--- src/rtl/mem_dump.sv ---
// Streams a contiguous range of RAM words out on a valid/ready interface,
// one synchronous RAM read per beat, never issuing a read while a beat is pending.
module mem_dump #(
  parameter int ADDR_W = 8,
  parameter int DATA_W = 32
) (
  input  logic              clk,
  input  logic              rst,
  input  logic              start,
  input  logic [ADDR_W-1:0] base_addr,
  input  logic [ADDR_W:0]   length,
  output logic              mem_re,
  output logic [ADDR_W-1:0] mem_addr,
  input  logic [DATA_W-1:0] mem_rdata,
  output logic              out_valid,
  input  logic              out_ready,
  output logic [DATA_W-1:0] out_data,
  output logic [ADDR_W-1:0] out_addr,
  output logic              out_last,
  output logic              busy,
  output logic              done
);

  typedef enum logic [2:0] {
    S_IDLE,
    S_REQ,
    S_CAP,
    S_SEND,
    S_DONE
  } state_e;

  // A dump can never cover more than the whole address space.
  localparam logic [ADDR_W:0] MAX_LEN = {1'b1, {ADDR_W{1'b0}}};
  localparam logic [ADDR_W:0] ONE     = (ADDR_W + 1)'(1);

  state_e              state_q, state_d;
  logic [ADDR_W-1:0]   cur_addr_q, cur_addr_d;
  logic [ADDR_W:0]     remaining_q, remaining_d;
  logic [DATA_W-1:0]   out_data_q, out_data_d;
  logic [ADDR_W-1:0]   out_addr_q, out_addr_d;
  logic                out_last_q, out_last_d;

  // NOTE: every signal gets a default before the case so no path leaves one
  // unassigned; otherwise synthesis infers a latch to hold the old value.
  always_comb begin
    state_d     = state_q;
    cur_addr_d  = cur_addr_q;
    remaining_d = remaining_q;
    out_data_d  = out_data_q;
    out_addr_d  = out_addr_q;
    out_last_d  = out_last_q;

    unique case (state_q)
      S_IDLE: begin
        if (start) begin
          if (length != '0) begin
            cur_addr_d  = base_addr;
            remaining_d = (length > MAX_LEN) ? MAX_LEN : length;
            state_d     = S_REQ;
          end else begin
            state_d = S_DONE;
          end
        end
      end
      S_REQ: state_d = S_CAP;
      S_CAP: begin
        out_data_d = mem_rdata;
        out_addr_d = cur_addr_q;
        out_last_d = (remaining_q == ONE);
        state_d    = S_SEND;
      end
      S_SEND: begin
        if (out_ready) begin
          if (remaining_q == ONE) begin
            state_d = S_DONE;
          end else begin
            cur_addr_d  = cur_addr_q + ADDR_W'(1);
            remaining_d = remaining_q - ONE;
            state_d     = S_REQ;
          end
        end
      end
      S_DONE:  state_d = S_IDLE;
      default: state_d = S_IDLE;
    endcase
  end

  // NOTE: state registers use non-blocking assignments so every register
  // samples its next value from the same pre-edge snapshot.
  always_ff @(posedge clk) begin
    if (!rst) begin
      state_q     <= S_IDLE;
      cur_addr_q  <= '0;
      remaining_q <= '0;
      out_data_q  <= '0;
      out_addr_q  <= '0;
      out_last_q  <= 1'b0;
    end else begin
      state_q     <= state_d;
      cur_addr_q  <= cur_addr_d;
      remaining_q <= remaining_d;
      out_data_q  <= out_data_d;
      out_addr_q  <= out_addr_d;
      out_last_q  <= out_last_d;
    end
  end

  assign mem_re    = (state_q == S_REQ);
  assign mem_addr  = cur_addr_q;
  assign out_valid = (state_q == S_SEND);
  assign out_data  = out_data_q;
  assign out_addr  = out_addr_q;
  assign out_last  = out_last_q;
  assign busy      = (state_q == S_REQ) || (state_q == S_CAP) || (state_q == S_SEND);
  assign done      = (state_q == S_DONE);

endmodule

--- config.mk ---
export PLATFORM = sky130hd
export DESIGN_NAME = mem_dump
export DESIGN_NICKNAME = d
export VERILOG_FILES = /design/src/rtl/mem_dump.sv
export SDC_FILE = /design/constraint.sdc
export NUM_CORES = 1
export LEC_CHECK = 0
export ABC_AREA = 1
export BUFFER_PORTS_ARGS = -buffer_cell sky130_fd_sc_hd__buf_2
export CAP_MARGIN = 10
export CORE_MARGIN = 2
export CORE_UTILIZATION = 40
export DETAILED_ROUTE_END_ITERATION = 16
export PLACE_DENSITY = 0.7
export SYNTH_ARGS = -nofsm -noshare
export SYNTH_HDL_FRONTEND = slang
export SYNTH_SLANG_ARGS = --single-unit
--- constraint.sdc ---
create_clock -name clk -period 1.39 [get_ports clk]
set_input_delay 0.417 -clock clk [delete_from_list [all_inputs] [get_ports clk]]
set_output_delay 0.417 -clock clk [all_outputs]
set_load 0.01 [all_outputs]
==> metrics.yaml <==
io_buffers: 105
setup_viol: 21
ys_seq_elements: 61
synthMuxAreaShare: 0
fillCellCount: 629
cts-root-buf: "clkbuf_8"
hold_class: "primary input to flip-flop"
synthDistinctLibCells: 23
groute.usage.overall: 0.199
clk_pin_slew_ns: 0.07
nNetsFinal: 626
worst_pin_slew_ns: 0.234
syn_nets: 486
synth_top_cell_by_area: "dfxtp_1"
fp.dieW_um: 87.8
viasPerCell: 4.69
power.leakage_nw: 2.22
finalHoldViolCount: 0
critPathRequiredTime_ns: 0.97
grt_pass1_wl_um: 12300
synthAdderAreaFrac: 0.0134
power_density_nw_per_um2: 2020
core_um2: 6790
yosys.area_share.simple: 0.356
hold_depth: 3
cts_tree: "done"
relSlewSlack: 0.842
gp_congestion: 0.852
multi_input_area_um2: 1460
final-seq-area_um2: 1230
ir_worst_vdd_mv: 1.10
grt_pass1_vias: 2852
final_area_um2: 4110
cp-start-kind: "flip-flop"
htree_num_levels: 3
seq_area_frac_synth: 0.435
antenna_found_initial: 0
fmax_mhz: 650
ant_nets: 0
cts_buffers: 9
pin_count: 106
totalWireLength_um: 7770
synth_top_cell_area_share: 0.435
dr.pass1.iters: 6
cap_violations: 0
placementRows: 30
arrival_ns: 1.12
yosysWarnings: 0
dieArea_um2: 7710
final_util: 0.605
vias: 3147
fin_cells: 671
drc: 0
diodes: 0
rsz0062_at_grt: "yes"
reg2reg_depth: 10
clock_skew_ns: 0.0118
reg2reg_from: "state_q[1]"
yosys-top-cells-area: "dfxtp_1 43%, nor2_1 16%, nand2_1 13%"
drive_gt1_frac: 0.334
drtIter0Drc: 132
initial_utilization: 0.413
reg2reg_setup_slack_ns: -0.12
critPathKind: "flip-flop to primary output"
synthXorXnorAreaFrac: 0.00312
endpoint_kind: "primary output"
synth_top_family_by_area: "simple AND/OR/NAND/NOR gates"
hold_buffers: 0
grt_max_degree: 43
synth_compound_gate_area_share: 0.121
clockBufferDepth: 2
crit-reg2reg-capture: "remaining_q[5]"
maxSlewViolCount: 0
clkLatencyLatePin_ns: 0.33
post-route-min-period_ns: 1.54
place_area_um2: 3690
post-place-cells: 649
setup_tns_ns: -1.90
worstPathMaxFanout: 4
avgSynthCellArea_um2: 6.53
min_from: "mem_rdata[23]"
die_y_um: 87.8
grt-ovfl-total: 0
syn-cell-area_um2: 2810
dp_hpwl_um: 5310
synthCells: 430
fin_ws_ns: -0.149
finalCritPeriodShare: 1.11
outcome: "finished, violations left"
violations: "negative setup slack"
holdPathEnd: "out_data[23]"
wire_per_inst_um: 11.6
clock_sinks: 61
areaGrowthSynthToFinish_pct: 46.4
## layout make-up
type	count	area share
Clock buffer	14	0.0444
Clock inverter	2	0.00944
Inverter	30	0.0274
Multi-Input combinational cell	319	0.354
Sequential cell	61	0.300
Tap cell	96	0.0292
Timing Repair Buffer	149	0.236
## through the flow
step	worst slack (ns)	power (mW)	hold slack, ns
global route	-0.209	8.94	0.291
CTS	-0.150	7.90	0.291
global placement	-0.140	5.99	0.487
finish	-0.149	8.29	0.306
floorplan	0.0184	4.71	0.516
detailed placement	-0.164	6.06	0.495
## report_power, final
part           total (mW)  switching [mW]  internal (mW)  leakage (nW)
registers            2.67           0.351           2.32         0.503
clock network        1.71           0.679           1.03         0.113
logic                3.91            2.18           1.73          1.61
total                8.29            3.21           5.08          2.22
## registers in the layout, summed over array words and instances, names as in the netlist
register and flops:
out_data 32, remaining_q 9, mem_addr 8, out_addr 8
state_q 3, out_last 1
## what timing repair did
action | CTS | global route
resized for setup | 12 | 27
gates cloned | 0 | 3
pin swaps | 2 | 2
setup buffers | 2 | 1
endpoints found under the setup margin | 63 | 65
endpoints found under the hold margin | 0 | 0
## cells in the mapped netlist, drive strengths merged
| library cell | count |
|---|---|
| nor3 | 1 |
| nor3b | 1 |
| nand4 | 3 |
| a21oi | 13 |
| nand2 | 95 |
| nand3 | 23 |
| xor2 | 1 |
| o22ai | 2 |
| a31oi | 2 |
| dfxtp | 61 |
| nor2 | 122 |
| inv | 30 |
| ha | 3 |
| o21ai | 50 |
| or2 | 2 |
| nand3b | 1 |
| buf | 8 |
| clkbuf | 12 |
## worst max-delay path, stage by stage (launching register included)
cell     delay (ns)
dfxtp_4        0.36
buf_6          0.13
nor3_2         0.16
buf_2          0.15
## cells by family (layout without fill, tap and decap cells)
kind of cell,Yosys count,count (layout)
AOI/OAI and AO/OA,67,67
xor gates and xnor gates,1,1
adders and majority gates,3,3
buffers and inverters,50,195
DFF,61,61
and+or+nand+nor,248,248
## routing by layer
metal / GRT usage / wire, um
met1: 0.251 / 3510
met3: 0.0811 / 671
met5: 0 / 0
met4: 0.0531 / 74
met2: 0.317 / 3520
## cell usage in the layout (no fill, tap or decap), types with 2 or more instances in the layout
cell / count
dfxtp_4: 2
buf_2: 104
inv_2: 2
nand4_1: 3
buf_12: 3
clkbuf_8: 13
buf_4: 31
inv_1: 28
nand2_1: 90
dfxtp_1: 56
nor2_1: 114
or2_2: 2
nand2_2: 5
a21oi_1: 12
dfxtp_2: 3
clkbuf_16: 2
o22ai_1: 2
ha_1: 2
a31oi_1: 2
o21ai_0: 49
buf_6: 8
nand3_1: 21
nor2_2: 5
nor2_4: 3
## worst max path at each step
stage	from	endpoint	slack, ns	cells past startpoint
6_report	state_q[0]	done	-0.15	3
5_1_grt	state_q[0]	mem_re	-0.21	4
4_1_cts	state_q[0]	mem_re	-0.15	4
3_5_place_dp	length[6]	remaining_q[3]	-0.16	10
3_3_place_gp	length[6]	mem_addr[0]	-0.14	10
2_1_floorplan	state_q[0]	remaining_q[0]	0.02	10
Power figures use the tool's default switching activity.
